$ cat src/rtl/seq_det_pkg.sv
// Shared definitions for the serial sequence detector.
// Contents:
//   calc_sw  - width of the State output for a given pattern length
//   kmp_next - next matched-prefix length after one new input bit
package seq_det_pkg;

  localparam int MAX_LEN = 16;
  localparam int MAX_SW  = 5;

  function automatic int calc_sw(input int n);
    return $clog2(n + 1);
  endfunction

  // pattern is right-aligned in a MAX_LEN vector; its bit n-1 is the
  // first bit expected on the serial input.
  function automatic logic [MAX_SW-1:0] kmp_next(
    input logic [MAX_LEN-1:0] pattern,
    input int                 n,
    input logic [MAX_SW-1:0]  s,
    input logic               b,
    input logic               overlap
  );
    logic [MAX_LEN:0]  t;    // tracked string, index 0 is the oldest bit
    logic [MAX_SW-1:0] res;
    logic              hit;
    int                cur;
    int                len;
    res = '0;
    cur = int'(s);
    if (cur > n) return '0;  // illegal state recovers to idle
    if (cur == n && !overlap) cur = 0;
    len = cur + 1;
    t = '0;
    for (int i = 0; i <= MAX_LEN; i++) begin
      if (i < cur)       t[i] = pattern[n-1-i];
      else if (i == cur) t[i] = b;
    end
    // Longest suffix of t that is also a pattern prefix; scan from the
    // longest candidate down so the first hit wins.
    for (int k = MAX_LEN; k >= 1; k--) begin
      if (res == '0 && k <= n && k <= len) begin
        hit = 1'b1;
        for (int j = 0; j < MAX_LEN; j++) begin
          if (j < k && t[len-k+j] != pattern[n-1-j]) hit = 1'b0;
        end
        if (hit) res = MAX_SW'(k);
      end
    end
    return res;
  endfunction

endpackage

$ cat src/rtl/seq_det_next.sv
// Combinational next-state evaluation for seq_detector.
// Ports:
//   state      - current matched-prefix length
//   w          - serial input bit
//   pattern    - active pattern (MSB first on the wire)
//   next_state - matched-prefix length after w
//   next_full  - next_state equals the pattern length
module seq_det_next
  import seq_det_pkg::*;
#(
  parameter int PATTERN_LEN = 4,
  parameter int OVERLAP     = 1,
  parameter int SW          = calc_sw(PATTERN_LEN)
) (
  input  logic [SW-1:0]          state,
  input  logic                   w,
  input  logic [PATTERN_LEN-1:0] pattern,
  output logic [SW-1:0]          next_state,
  output logic                   next_full
);

  logic [MAX_SW-1:0] nxt;

  always_comb begin
    nxt        = kmp_next(MAX_LEN'(pattern), PATTERN_LEN, MAX_SW'(state), w,
                          OVERLAP != 0);
    next_state = SW'(nxt);
    next_full  = (int'(nxt) == PATTERN_LEN);
  end

endmodule

$ cat src/rtl/seq_detector.sv
// Parametrised serial sequence detector with KMP fallback, Moore match
// flag, saturating match counter and run-time pattern reload.
// Ports:
//   clk       - rising-edge clock
//   reset     - asynchronous active-high reset
//   w         - serial input bit, sampled when en=1
//   en        - advance enable
//   load      - pattern reload strobe, overrides en
//   pat_in    - pattern captured on load
//   State     - matched-prefix length, 0..PATTERN_LEN
//   z         - high while State equals PATTERN_LEN
//   match_cnt - saturating count of completed matches
module seq_detector
  import seq_det_pkg::*;
#(
  parameter int                     PATTERN_LEN = 4,
  parameter logic [PATTERN_LEN-1:0] PATTERN     = 4'b1101,
  parameter int                     OVERLAP     = 1,
  parameter int                     CNT_W       = 8,
  localparam int                    SW          = calc_sw(PATTERN_LEN)
) (
  input  logic                   clk,
  input  logic                   reset,
  input  logic                   w,
  input  logic                   en,
  input  logic                   load,
  input  logic [PATTERN_LEN-1:0] pat_in,
  output logic [SW-1:0]          State,
  output logic                   z,
  output logic [CNT_W-1:0]       match_cnt
);

  localparam logic [CNT_W-1:0] CNT_MAX = '1;

  logic [PATTERN_LEN-1:0] pattern;
  logic [SW-1:0]          next_state;
  logic                   next_full;

  seq_det_next #(
    .PATTERN_LEN(PATTERN_LEN),
    .OVERLAP    (OVERLAP),
    .SW         (SW)
  ) u_next (
    .state     (State),
    .w         (w),
    .pattern   (pattern),
    .next_state(next_state),
    .next_full (next_full)
  );

  always_ff @(posedge clk or posedge reset) begin
    if (reset) begin
      State     <= '0;
      match_cnt <= '0;
      pattern   <= PATTERN;
    end else if (load) begin
      State     <= '0;
      match_cnt <= '0;
      pattern   <= pat_in;
    end else if (en) begin
      State <= next_state;
      if (next_full && match_cnt != CNT_MAX) match_cnt <= match_cnt + 1'b1;
    end
  end

  assign z = (int'(State) == PATTERN_LEN);

endmodule

$ cat config.mk
export PLATFORM = sky130hd
export DESIGN_NAME = seq_detector
export DESIGN_NICKNAME = d
export VERILOG_FILES = /design/src/rtl/seq_det_pkg.sv /design/src/rtl/seq_det_next.sv /design/src/rtl/seq_detector.sv
export SDC_FILE = /design/constraint.sdc
export NUM_CORES = 1
export LEC_CHECK = 0
export CAP_MARGIN = 10
export CORE_MARGIN = 2
export CORE_UTILIZATION = 53
export DETAILED_ROUTE_END_ITERATION = 7
export PLACE_DENSITY = 0.75
export SYNTH_ARGS = -nofsm -noshare
export SYNTH_HDL_FRONTEND = slang
export SYNTH_SLANG_ARGS = --single-unit
$ cat constraint.sdc
create_clock -name clk -period 3.6 [get_ports clk]
set_input_delay 0.36 -clock clk [delete_from_list [all_inputs] [get_ports clk]]
set_output_delay 0.36 -clock clk [all_outputs]
set_load 0.005 [all_outputs]
Word-level counts from Yosys, hierarchy flattened
Cells that the tools add are included.

storage, ports and cells
  memories kept = 0
  output and inout bits = 12
  bits in registers = 15
  bits in writable memories = 0
  input bits = 9
  bits in read-only memories = 0
  latch bits = 0

cells by class
  reductions and logical operators = 11
  equal/unequal tests = 20
  add/subtract/negate cells = 12
  $mul = 0
  divide/modulo/power cells = 0
  shift operators = 0
  bitwise logic cells = 0
  mux-type cells = 91
  magnitude comparators = 22

operators with widths
  kind                                                 count
  < comparator 32 x 7 -> 1 bit, second input constant  10
  adder 32 x 2 -> 32 bit, second input constant        3
  adder 32 x 3 -> 32 bit, second input constant        3
  <= comparator 3 x 32 -> 1 bit, first input constant  2
  subtractor 32 x 3 -> 32 bit, second input constant   2
  two-way mux 1 bit                                    63
  two-way mux 5 bit                                    12
  binary-select mux 1 bit (select 5 bit)               10
  <= comparator 2 x 32 -> 1 bit, first input constant  1
  <= comparator 4 x 32 -> 1 bit, first input constant  1
  subtractor 32 x 2 -> 32 bit, second input constant   1
  subtractor 32 x 4 -> 32 bit, second input constant   1
  two-way mux 8 bit                                    3
  zero test 5 bit                                      3
  equality test 3 bit, first input constant            4
  != test 1 bit                                        10
  < comparator 3 bit, first input constant             3
  two-way mux 3 bit                                    3
  adder 8 x 1 -> 8 bit, second input constant          1
  != test 8 bit, second input constant                 1
  equality test 2 x 3 -> 1 bit, first input constant   2
  < comparator 1 x 3 -> 1 bit, first input constant    2
  < comparator 2 x 3 -> 1 bit, first input constant    2
  equality test 5 x 4 -> 1 bit, second input constant  1
  other kinds (8)                                      12

Longest topological paths before layout
  depth in word-level cells = 43
  depth in mapped cells = 16
  gate-level depth less buffers = 14

Cells and area by module
Synthesis repeated with hierarchy kept, for this count alone.

second synthesis, totals
  cells, all modules = 255
  area total of the unflattened synthesis = 2182.1 um^2

modules (own cells, without submodules)
  module        instances  cells an instance  area an instance (um^2)
  seq_det_next  1          183                1381.3
  seq_detector  1          72                 800.8

Worst setup path before layout
OpenSTA, ideal clock, no wires.

  path type = register to register
  from = reg State[0]
  to = reg match_cnt[2]
  cell stages (with the launch flop) = 17
  data required time = 3.522 ns
  setup time = 0.078 ns
  setup slack = 0.119 ns
  period minus slack after synthesis = 3.481 ns
  arrival time = 3.403 ns
  cell sequence = dfrtp_1 > buf_4 > inv_1 > ha_1 > buf_2 > buf_2 > inv_1 > ha_1 > nor2b_1 > nor2_1 > xnor2_1 > o211ai_2 > a2111oi_4 > nand3_2 > buf_6 > or3_1 > a21oi_1

between the ends
  cells in the longest elaborated chain, start to end = 33

ends and longest elaborated chain
  what                                                                                  RTL line            source
  from (decl)                                                                           seq_detector.sv:28  output logic [SW-1:0] State,
  from (signal assigned)                                                                seq_detector.sv:61  State <= next_state;
  parallel branches: the longest is 28 deep, another holds subtractor 32 x 4 -> 32 bit  -
  two-way mux 5 bit *                                                                   seq_det_pkg.sv:31   if (cur == n && !overlap) cur = 0;
  equality test 5 x 4 -> 1 bit *                                                        seq_det_next.sv:28  next_full = (int'(nxt) == PATTERN_LEN);
  logical AND 1 bit *                                                                   seq_detector.sv:62  if (next_full && match_cnt != CNT_MAX) match_cnt <= match_cnt + 1'b1;
  nonzero test 2 bit (no source line) *                                                 -
  AND reduction 2 bit (no source line) *                                                -
  to (signal assigned)                                                                  seq_detector.sv:62
  to (decl)                                                                             seq_detector.sv:30  output logic [CNT_W-1:0] match_cnt

Every way passes the cells marked *. The select of a mux whose other input is x is not followed.
A chain may end at the register's enable or synchronous reset.

Final worst setup path
  from = reg State[0]
  to = reg State[0]

between the ends
  cells in the longest elaborated chain, start to end = 31

ends and longest elaborated chain
  what                                                                                  RTL line            source
  parallel branches: the longest is 28 deep, another holds subtractor 32 x 4 -> 32 bit  -
  two-way mux 5 bit *                                                                   seq_det_pkg.sv:31
  two-way mux 3 bit *                                                                   seq_detector.sv:60  end else if (en) begin
  two-way mux 3 bit *                                                                   seq_detector.sv:56  end else if (load) begin

Marks and branches as above.

==> run_results.csv <==
group,metric,value,unit
global_routing,grt_pass1_wl,9.69,mm
global_routing,grt_max_degree,22,
floorplan,rows,23,
clock_tree,cts_num_sinks,15,
clock_tree,root_buffer,"clkbuf_8",
floorplan,die-area,4730,um^2
pwr,p_per_area,293,nW/um^2
worst_setup_path,timing.rr.start,"State[0]",
finish,stdcell_count,344,
clock_tree,h-tree-depth,1,
logic_synthesis,mappedNetlistNets,301,
timing,slew_violations,0,
worst_setup_path,worstPathRequired,3770,ps
pwr,total_power,0.747,mW
placement,pre_cts_slack,98.7,ps
logic_synthesis,synth_edf_count,0,
logic_synthesis,synth.distinct_cells,70,
worst_setup_path,path_delay_family,"simple AND/OR/NAND/NOR gates",
timing,final.setup.tns,0,ps
finish,area_growth,14.8,%
logic_synthesis,synth_flop_cell,"dfrtp_1",
logic_synthesis,async_flop_share,100,%
worst_setup_path,cp.depth,14,
clock_tree,insertion_delay,250,ps
floorplan,design.core.area,4030,um^2
timing,timing.final.crit_share,95.0,%
finish,num-fill-cells,365,
global_routing,grt_use_total,27.7,%
worst_setup_path,r2r-end,"State[0]",
drt,drtAntennaViolNets,0,
status,status,"finished, final reports clean",
floorplan,fp.dieH,68.8,um
logic_synthesis,synth_area_per_cell,8.15,um^2
clock_tree,cts_tree,"built",
worst_setup_path,crit_slowest_cell,"dfrtp_1",
logic_synthesis,yosysWarnings,0,
floorplan,start_util,55.2,%
worst_setup_path,cp_num_buf_inv,2,
timing,worst_slew_pin_slew,600,ps
finish,finish.net_count,323,
worst_setup_path,r2r_slack,180,ps
drt,wl,6.13,mm
finish,drive_above_1_share,16.7,%
finish,final_core_util,63.4,%
placement,gp_congestion,0.964,
flow_run,drv_cap,0,
worst_setup_path,cpPeakStageDelay,410,ps
timing,finClkSkew,6.26,ps
clock_tree,clk_pin_slew,60,ps
pwr,p_leak,0.983,nW
finish,final_common_cell,"nand2_1",
worst_setup_path,r2r_cells,14,
floorplan,fp.dieW,68.8,um
placement,io_buffer_count,20,
timing,finalWorstSetupSlack,180,ps
timing,period_minus_slack,3420,ps
worst_setup_path,crit_type,"reg -> reg",
drt,vias,2185,
clock_tree,cts.path.max_buffers,2,
placement,place_inst,338,
clock_tree,postCtsHoldBufs,0,
worst_setup_path,endpoint_kind,"flip-flop",
drt,vias_per_cell,6.35,
pwr,ir_drop,0.238,mV
logic_synthesis,ys_ff_latch,15,
worst_setup_path,path_common_cell,"ha_1",
timing,hold_viol,0,
timing,maxSlewHeadroom,59.9,%
worst_setup_path,crit_chain,"ha_1, xor2_2, inv_2, ha_1, nand2_1, ha_1, inv_1, nor3_1, nand3_1, a211oi_2, a21oi_1, and3_1, or3_1, a22oi_2",
logic_synthesis,syn-cell-area,2220,um^2
drt,first_iter_violations,165,
logic_synthesis,netlist_instances,273,
drt,drcViolationCount,0,
finish,antenna-diode-count,0,
finish,layout_common_cells,"nand2_1, clkdlybuf4s50_1, ha_1",
worst_setup_path,arrival,3590,ps
logic_synthesis,yosysSeqAreaShare,17.0,%
clock_tree,numCtsBuffers,3,
worst_setup_path,crit_fanout,6,
global_routing,antenna_found_initial,0,
min_path,hold_path.class,"in -> async",
timing,fmax,292,MHz
worst_setup_path,crit_path_start_kind,"flip-flop",
global_routing,grt_overflow,0,
global_routing,grt_pass1_vias,2037,
placement,hpwl,4.74,mm
timing,rsz0062_at_grt,"no",
timing,setup_viol,0,
floorplan,boundaryPins,21,
drt,drt_first_pass_iters,5,
drt,wl_per_cell,17.8,um
==> power breakdown <==
| group | internal (mW) | switching (mW) | total, mW | leakage, nW |
|---|---|---|---|---|
| registers | 0.178 | 0.0125 | 0.190 | 0.197 |
| clock network | 0.0768 | 0.0617 | 0.139 | 0.0255 |
| logic | 0.177 | 0.242 | 0.419 | 0.761 |
==> flip-flops by register name, indices dropped and copies added, names as in the netlist <==
register	flops
State	3
match_cnt	8
pattern	4
==> per-layer routing <==
metal  part of all wire [%]  global-route usage (%)  vias up
met5                      0                       0        -
met4                    3.6                    11.8        0
met3                    8.0                    4.38       25
met2                     45                    44.4      105
met1                     44                    37.0     1007
li1                       -                       -     1048
==> cell type report <==
class	count	area (um^2)	area share, %
multi-input cells	227	1710	66.9
flip-flops and latches	15	379	14.8
repair buffers	34	305	12.0
well taps	50	62.6	2.45
inverters	14	52.6	2.06
clock buffers	3	41.3	1.62
clock inverters	1	5.00	0.196
==> how the worst max path moves through the flow <==
stage             start            to  slack, ps
4_1_cts        State[1]  match_cnt[6]         70
3_3_place_gp   State[1]  match_cnt[6]        140
2_1_floorplan  State[0]  match_cnt[2]        120
5_1_grt        State[0]  match_cnt[6]         10
3_5_place_dp   State[1]  match_cnt[6]        100
6_report       State[0]      State[0]        180
==> Yosys cell counts, types with 4 or more instances <==
master	instances	share of area (%)
nand2_1	22	3.7
ha_1	19	11
o21ai_0	17	3.8
a21oi_1	15	3.4
nand3_1	15	3.4
dfrtp_1	12	13
nor2_1	12	2.0
inv_1	11	1.9
nand4_1	10	2.8
buf_2	9	2.0
and3_1	7	2.0
mux2i_1	7	3.1
xnor2_1	7	2.8
mux2_2	6	3.0
or3_1	6	1.7
a211oi_1	5	1.7
and2_1	5	1.4
nor2b_1	5	1.4
clkbuf_1	4	0.67
nand2b_1	4	1.1
o211ai_1	4	1.3
xor2_1	4	1.6
==> logic make-up after synthesis <==
kind of cell             after synthesis  share of synthesized area, %
adder cells (fa/ha/maj)               19                          10.7
multiplexers                          13                          6.19
flip-flops                            15                          17.0
AO/OA/AOI/OAI                         76                          25.2
XOR/XNOR                              14                          7.03
AND/OR/NAND/NOR                      105                          27.1
buffers and inverters                 31                          6.75
==> what timing repair did <==
action                                 4_1_cts  5_1_grt
resized for setup                            0        3
setup endpoints to repair                    0        6
endpoints found under the hold margin        0        0
buffers inserted                             0        2
==> per-stage QoR <==
stage	hold slack (ps)	cell area, um^2
4_1_cts	471	2530
3_5_place_dp	565	2480
5_1_grt	524	2550
6_report	452	2550
3_3_place_gp	564	2480
2_1_floorplan	259	2220
No activity file was read; power rests on OpenSTA's default activity.
